[src/rtl/riscv_pkg.sv]
// Shared fetch-path definitions: datapath width, the NOP used for fault slots,
// and the packed queue entry handed from fetch to decode.
// No logic, no latency, no backpressure.
package riscv_pkg;

  localparam int XLEN = 32;

  // Canonical NOP (addi x0, x0, 0) carried in the instruction slot of a fault entry.
  localparam logic [XLEN-1:0] NOP_INSTR = 32'h00000013;

  typedef struct packed {
    logic [XLEN-1:0] pc;
    logic [XLEN-1:0] instr;
    logic            misaligned;
  } fetch_entry_t;

endpackage

[src/rtl/module_sync_fifo.sv]
// Generic synchronous FIFO with a combinational head read from a register array.
// Latency: a push is visible at the head the cycle after it is written.
// Backpressure: caller must respect full/empty; a push while full is accepted only with a same-cycle pop.
//
// Ports: clock/reset (sync, active-high), flush (empties next cycle), push/push_dat,
//        pop/head_dat (head is 0 while empty), full, empty, count (occupancy 0..DEPTH).
module module_sync_fifo #(
  parameter int WIDTH = 32,
  parameter int DEPTH = 2
) (
  input  logic                     clock,
  input  logic                     reset,
  input  logic                     flush,
  input  logic                     push,
  input  logic [WIDTH-1:0]         push_dat,
  input  logic                     pop,
  output logic [WIDTH-1:0]         head_dat,
  output logic                     full,
  output logic                     empty,
  output logic [$clog2(DEPTH):0]   count
);

  localparam int AW = $clog2(DEPTH);
  localparam logic [AW:0] FULL_CNT = (AW+1)'(DEPTH);
  localparam logic [AW:0] PTR_ONE  = (AW+1)'(1);

  logic [WIDTH-1:0] mem [DEPTH];
  // Extra MSB on each pointer separates full from empty when the low bits match.
  logic [AW:0] wr_ptr;
  logic [AW:0] rd_ptr;
  logic        do_push;
  logic        do_pop;

  assign count    = wr_ptr - rd_ptr;
  assign full     = (count == FULL_CNT);
  assign empty    = (count == '0);
  assign head_dat = empty ? '0 : mem[rd_ptr[AW-1:0]];

  assign do_pop  = pop && !empty;
  assign do_push = push && (!full || do_pop);

  always_ff @(posedge clock) begin
    if (reset || flush) begin
      wr_ptr <= '0;
      rd_ptr <= '0;
    end else begin
      if (do_push) wr_ptr <= wr_ptr + PTR_ONE;
      if (do_pop)  rd_ptr <= rd_ptr + PTR_ONE;
    end
  end

  always_ff @(posedge clock) begin
    if (do_push && !reset && !flush) mem[wr_ptr[AW-1:0]] <= push_dat;
  end

endmodule

[src/rtl/module_instruction_fetch.sv]
// Fetch stage: issues word reads at the PC and queues {pc, instr, misaligned} in order for decode.
// Latency: grant in N, rvalid in N+L, if_valid in N+L+1 (queue output is registered).
// Backpressure: requests are credit-limited by inflight + queued entries; pc_stall holds the PC until a grant.
//
// Ports: clock/reset (sync, active-high); pc_addr in, pc_stall out; flush in (redirect);
//        imem_req/imem_addr out, imem_gnt/imem_rvalid/imem_rdata in;
//        if_valid/if_instr/if_pc/if_misaligned out, if_ready in.
module module_instruction_fetch #(
  parameter int DEPTH = 2,
  parameter int XLEN  = 32
) (
  input  logic            clock,
  input  logic            reset,
  input  logic [XLEN-1:0] pc_addr,
  output logic            pc_stall,
  input  logic            flush,
  output logic            imem_req,
  output logic [XLEN-1:0] imem_addr,
  input  logic            imem_gnt,
  input  logic            imem_rvalid,
  input  logic [XLEN-1:0] imem_rdata,
  output logic            if_valid,
  output logic [XLEN-1:0] if_instr,
  output logic [XLEN-1:0] if_pc,
  input  logic            if_ready,
  output logic            if_misaligned
);

  import riscv_pkg::*;

  localparam int CW = $clog2(DEPTH) + 1;
  localparam logic [CW:0]   CREDITS = (CW+1)'(DEPTH);
  localparam logic [CW-1:0] CNT_ONE = CW'(1);

  logic [CW-1:0]   inflight;
  logic [CW-1:0]   drop;
  logic            locked;      // misaligned fault queued; no more pushes until redirect

  logic [CW-1:0]   q_count;
  logic            q_full;
  logic            q_empty;
  logic            q_push;
  logic            q_pop;
  logic [$bits(fetch_entry_t)-1:0] q_head_dat;
  fetch_entry_t    push_entry;
  fetch_entry_t    head_entry;

  logic [XLEN-1:0] tag_head;
  logic            tag_full;
  logic            tag_empty;
  logic [CW-1:0]   tag_count;
  logic            tag_unused;

  logic            aligned;
  logic            grant;
  logic            rsp;
  logic            resp_keep;
  logic            mis_push;
  logic [CW:0]     used;
  logic [CW-1:0]   rsp_dec;
  logic [CW-1:0]   grant_inc;

  assign aligned = (pc_addr[1:0] == 2'b00);
  assign q_pop   = if_valid && if_ready;

  // A head leaving this cycle frees its slot in time for a new grant; this is
  // what lets DEPTH=2 sustain one fetch per cycle at L=1. imem_gnt is not used here.
  assign used     = {1'b0, inflight} + {1'b0, q_count} - {{CW{1'b0}}, q_pop};
  assign imem_req = !reset && !flush && aligned && (used < CREDITS);
  assign imem_addr = pc_addr;
  assign grant    = imem_req && imem_gnt;
  assign pc_stall = !grant || locked;

  assign rsp       = imem_rvalid && (inflight != '0);
  assign rsp_dec   = {{(CW-1){1'b0}}, rsp};
  assign grant_inc = {{(CW-1){1'b0}}, grant};

  // Responses owed to fetches from before a redirect are swallowed while drop is nonzero.
  assign resp_keep = rsp && (drop == '0) && !flush && !reset;
  // A misaligned PC becomes a fault entry only once older fetches have drained, keeping order.
  assign mis_push  = !reset && !flush && !aligned && !locked && (inflight == '0) && !q_full;
  assign q_push    = resp_keep || mis_push;

  always_comb begin
    push_entry.pc         = tag_head;
    push_entry.instr      = imem_rdata;
    push_entry.misaligned = 1'b0;
    if (mis_push) begin
      push_entry.pc         = pc_addr;
      push_entry.instr      = NOP_INSTR;
      push_entry.misaligned = 1'b1;
    end
  end

  always_ff @(posedge clock) begin
    if (reset) begin
      inflight <= '0;
      drop     <= '0;
      locked   <= 1'b0;
    end else begin
      inflight <= inflight + grant_inc - rsp_dec;
      if (flush) begin
        drop   <= inflight - rsp_dec;
        locked <= 1'b0;
      end else begin
        if (rsp && (drop != '0)) drop <= drop - CNT_ONE;
        if (mis_push) locked <= 1'b1;
      end
    end
  end

  module_sync_fifo #(
    .WIDTH (XLEN),
    .DEPTH (DEPTH)
  ) u_tag_fifo (
    .clock    (clock),
    .reset    (reset),
    .flush    (flush),
    .push     (grant),
    .push_dat (pc_addr),
    .pop      (resp_keep),
    .head_dat (tag_head),
    .full     (tag_full),
    .empty    (tag_empty),
    .count    (tag_count)
  );

  // Tag FIFO depth matches the credit limit, so its status flags carry no new information.
  assign tag_unused = ^{tag_full, tag_empty, tag_count};

  module_sync_fifo #(
    .WIDTH ($bits(fetch_entry_t)),
    .DEPTH (DEPTH)
  ) u_out_queue (
    .clock    (clock),
    .reset    (reset),
    .flush    (flush),
    .push     (q_push),
    .push_dat (push_entry),
    .pop      (q_pop),
    .head_dat (q_head_dat),
    .full     (q_full),
    .empty    (q_empty),
    .count    (q_count)
  );

  assign head_entry    = fetch_entry_t'(q_head_dat);
  assign if_valid      = !q_empty;
  assign if_pc         = head_entry.pc;
  assign if_instr      = head_entry.instr;
  assign if_misaligned = head_entry.misaligned;

endmodule

[config.mk]
export PLATFORM = sky130hd
export DESIGN_NAME = module_instruction_fetch
export DESIGN_NICKNAME = d
export VERILOG_FILES = /design/src/rtl/riscv_pkg.sv /design/src/rtl/module_sync_fifo.sv /design/src/rtl/module_instruction_fetch.sv
export SDC_FILE = /design/constraint.sdc
export NUM_CORES = 1
export LEC_CHECK = 0
export ABC_AREA = 1
export CAP_MARGIN = 20
export CORE_AREA = 2 2 124 156
export DETAILED_ROUTE_END_ITERATION = 10
export DIE_AREA = 0 0 126 158
export PLACE_DENSITY = 0.85
export SKIP_CTS_REPAIR_TIMING = 1
export SLEW_MARGIN = 20
export SYNTH_ARGS = -nofsm -noshare
export SYNTH_HDL_FRONTEND = slang
export SYNTH_SLANG_ARGS = --single-unit
[constraint.sdc]
create_clock -name clock -period 6.6 [get_ports clock]
set_input_delay 1.32 -clock clock [delete_from_list [all_inputs] [get_ports clock]]
set_output_delay 1.32 -clock clock [all_outputs]
set_load 0.005 [all_outputs]
==> metrics.md <==
| Metric | Value |
|---|---|
| RSZ-0062 raised after global routing | `false` |
| Period utilization | `78.8%` |
| Peak Freq | `192 MHz` |
| # fillers | `1446` |
| Largest net degree at the start of global routing | `67` |
| Worst-path cell chain | `clkdlybuf4s50_1 > nand2_1 > inv_1 > ha_1 > or2_2 > fa_1 > nand3_1 > nor3_1 > nand2_1 > clkdlybuf4s50_1` |
| FF+latch area | `6130 um2` |
| Main synth FF type | `edfxtp_1` |
| Final nets | `997` |
| First-pass GRT wire length | `28900 um` |
| Min cycle time layout | `5200 ps` |
| Total Routing Usage GR | `18.0%` |
| Cell Pwr Density | `280 nW/um2` |
| Via density | `5.02` |
| Max-slew violations | `0` |
| Post-synth cell types | `30` |
| GPL Wtd Cong | `0.786` |
| Leak | `4.69 nW` |
| Inserted Clock Buffers | `20` |
| DRT iter0 DRCs | `346` |
| # rows | `56` |
| Critical path's top delay family | `buffers and inverters` |
| Flops & latches, synth | `209` |
| Post-synth top area share | `60.6%` |
| EDFF count, synth | `194` |
| MaxCap Viol Count | `0` |
| Final setup vio count | `0` |
| Setup crit start | `if_ready` |
| Crit path DAT | `3880 ps` |
| Post-route DRC | `0` |
| I/O pin count | `170` |
| Pre-antenna DRT Iters | `4` |
| CTS tree | `done` |
| Area Overhead vs Synth | `23.1%` |
| CP max FO | `5` |
| Multi-input logic area | `2520 um2` |
| Post-Syn Nets | `866` |
| Initial antenna violation count | `0` |
| Clock transition at the registers of the reported paths | `60 ps` |
| Worst skew pair latency | `490 ps` |
| Slowest stage delay, CP | `490 ps` |
| WS Path Type | `in2out` |
| Worst Hold Launch | `u_tag_fifo.wr_ptr[1]` |
| Core Util, Final | `63.9%` |
| ANT cells | `0` |
| Clk sinks | `209` |
| Slew HR | `32.1%` |
| Area of the die | `19900 um2` |
| Max clock buf depth | `3` |
| Slew @ Worst Pin | `1010 ps` |
| Core Region | `18500 um2` |
| Required @ worst endpoint | `5280 ps` |
| Sum Neg Setup Slack | `0 ps` |
| Fraction of layout cells with a size suffix above 1 | `21.2%` |
| Outcome | `complete, no violations` |
| Hold Crit Class | `reg2reg` |
| H-tree lvl count | `1` |
| Count of buffer and inverter cells on the critical path | `3` |
| Clock root cell | `clkbuf_16` |
| Final hold viol count | `0` |
| Cell Area, Synth | `9610 um2` |
| Peak VDD IR | `159 uV` |
| Yosys Warn Count | `0` |
| Crit-path slowest cell | `clkdlybuf4s50_1` |
| Syn Area/Cell | `12.2 um2` |
| Setup crit start kind | `input port` |
| Clock Skew | `21.1 ps` |
| Ys async rst share | `0%` |
| Yosys top cell by area | `edfxtp_1` |
| R2r startpoint | `u_out_queue.wr_ptr[0]` |
| Vias | `5836` |
| Synth Instances | `788` |
| Number of port buffers | `169` |
| Top cells by area, synth | `edfxtp_1 (61%), mux2_2 (7.6%), inv_1 (4.9%)` |
| Initial Utilization | `51.9%` |
| CP endpoint kind | `output pin` |
| WL per Instance | `15.6 um` |
| Final ANT Viol Nets | `0` |
| Register area share after synthesis | `63.8%` |
| Die H | `158 um` |
| Global route overflow | `0` |
| DIE WIDTH | `126 um` |
| DRT Wirelength | `18200 um` |
| Number of global-route vias before repair | `5952` |
| Dpl hpwl | `11600 um` |
## cells in the mapped netlist (all sizes together), types with 7 or more instances
library cell / number
clkbuf: 7
o211ai: 30
o21ai: 41
edfxtp: 194
nand3: 8
mux2: 65
nor2: 45
buf: 59
inv: 127
dfxtp: 15
ha: 7
nand2: 133
or2: 36
a21oi: 11
## layer usage
metal / wire length [um] / share of wire [%] / vias up / track usage, %
met5: 0 / 0 / - / 0
met4: 214 / 1.2 / 0 / 4.03
met3: 816 / 4.5 / 20 / 2.57
met2: 9930 / 55 / 150 / 35.2
met1: 7220 / 40 / 2790 / 20.6
li1: - / - / 2876 / -
## cell families (layout without fill, tap and decap cells)
family | count (synthesis) | after routing | share of synthesized area [%]
AND/OR/NAND/NOR | 225 | 225 | 10.6
flip-flops | 209 | 209 | 63.8
buffers and inverters | 193 | 335 | 10.2
AO/OA/AOI/OAI | 84 | 84 | 6.41
multiplexers | 65 | 65 | 7.62
adder cells (fa/ha/maj) | 8 | 8 | 1.12
XOR/XNOR | 4 | 4 | 0.365
## placed cells by master, fill, tap and decap left out, types with 3 or more instances in the layout
cell | Yosys | final
nand2_1 | 111 | 110
buf_4 | 38 | 6
bufinv_16 | 0 | 3
nand2_2 | 22 | 23
xor2_1 | 3 | 3
clkinv_1 | 0 | 3
clkdlybuf4s50_1 | 0 | 169
clkinv_2 | 0 | 3
dfxtp_1 | 15 | 14
edfxtp_1 | 194 | 194
o21ai_0 | 11 | 11
inv_1 | 126 | 124
clkbuf_16 | 0 | 21
o211ai_1 | 30 | 30
mux2_2 | 65 | 65
nor2_1 | 43 | 42
or2_2 | 36 | 36
nand3_1 | 8 | 8
a21oi_1 | 11 | 11
ha_1 | 7 | 7
o21ai_2 | 30 | 30
## cell type report
| type | count | area share (%) |
|---|---|---|
| clock inverters | 10 | 1.08 |
| well taps | 232 | 2.46 |
| clock buffers | 23 | 4.59 |
| multi-input cells | 386 | 21.3 |
| inverters | 127 | 4.05 |
| flip-flops and latches | 209 | 51.8 |
| repair buffers | 175 | 14.7 |
## path summary, 6_finish.rpt
kind,endpoint,slack [ps],cells past startpoint
worst max-delay path,pc_stall,1400,10
worst min-delay path,u_tag_fifo.wr_ptr[1],480,2
worst max register to register,u_tag_fifo.mem[0][22],2830,13
worst min register to register,u_tag_fifo.wr_ptr[1],480,2
## where the power goes
part           internal [mW]  switching (mW)  leakage (nW)
sequential              1.58          0.0299          1.90
clock                  0.704           0.459         0.325
combinational          0.244           0.298          2.46
## tightest hold or removal path, cell delays in order (launching register included)
cell     delay, ps
dfxtp_1        320
nand3_1         80
nand2_1         40
## registers in the layout, summed over array words and instances, names as in the netlist, named ones only
| signal | flops |
|---|---|
| inflight | 2 |
| u_out_queue.rd_ptr | 2 |
| u_tag_fifo.mem | 64 |
| u_out_queue.mem | 130 |
| u_out_queue.wr_ptr | 2 |
| u_tag_fifo.wr_ptr | 2 |
| locked | 1 |
| drop | 2 |
| u_tag_fifo.rd_ptr | 2 |
## stage by stage
step	power, mW	cells	cell area (um2)	setup WS, ps	hold slack [ps]
after global placement	2.16	1129	11200	1470	474
final	3.31	1162	11800	1400	484
after floorplan	2.01	788	9610	1530	452
after detailed placement	2.19	1129	11200	1410	479
after CTS	3.36	1162	11800	1390	487
after global routing	3.46	1162	11800	1280	515
(Power assumes the default switching activity.)
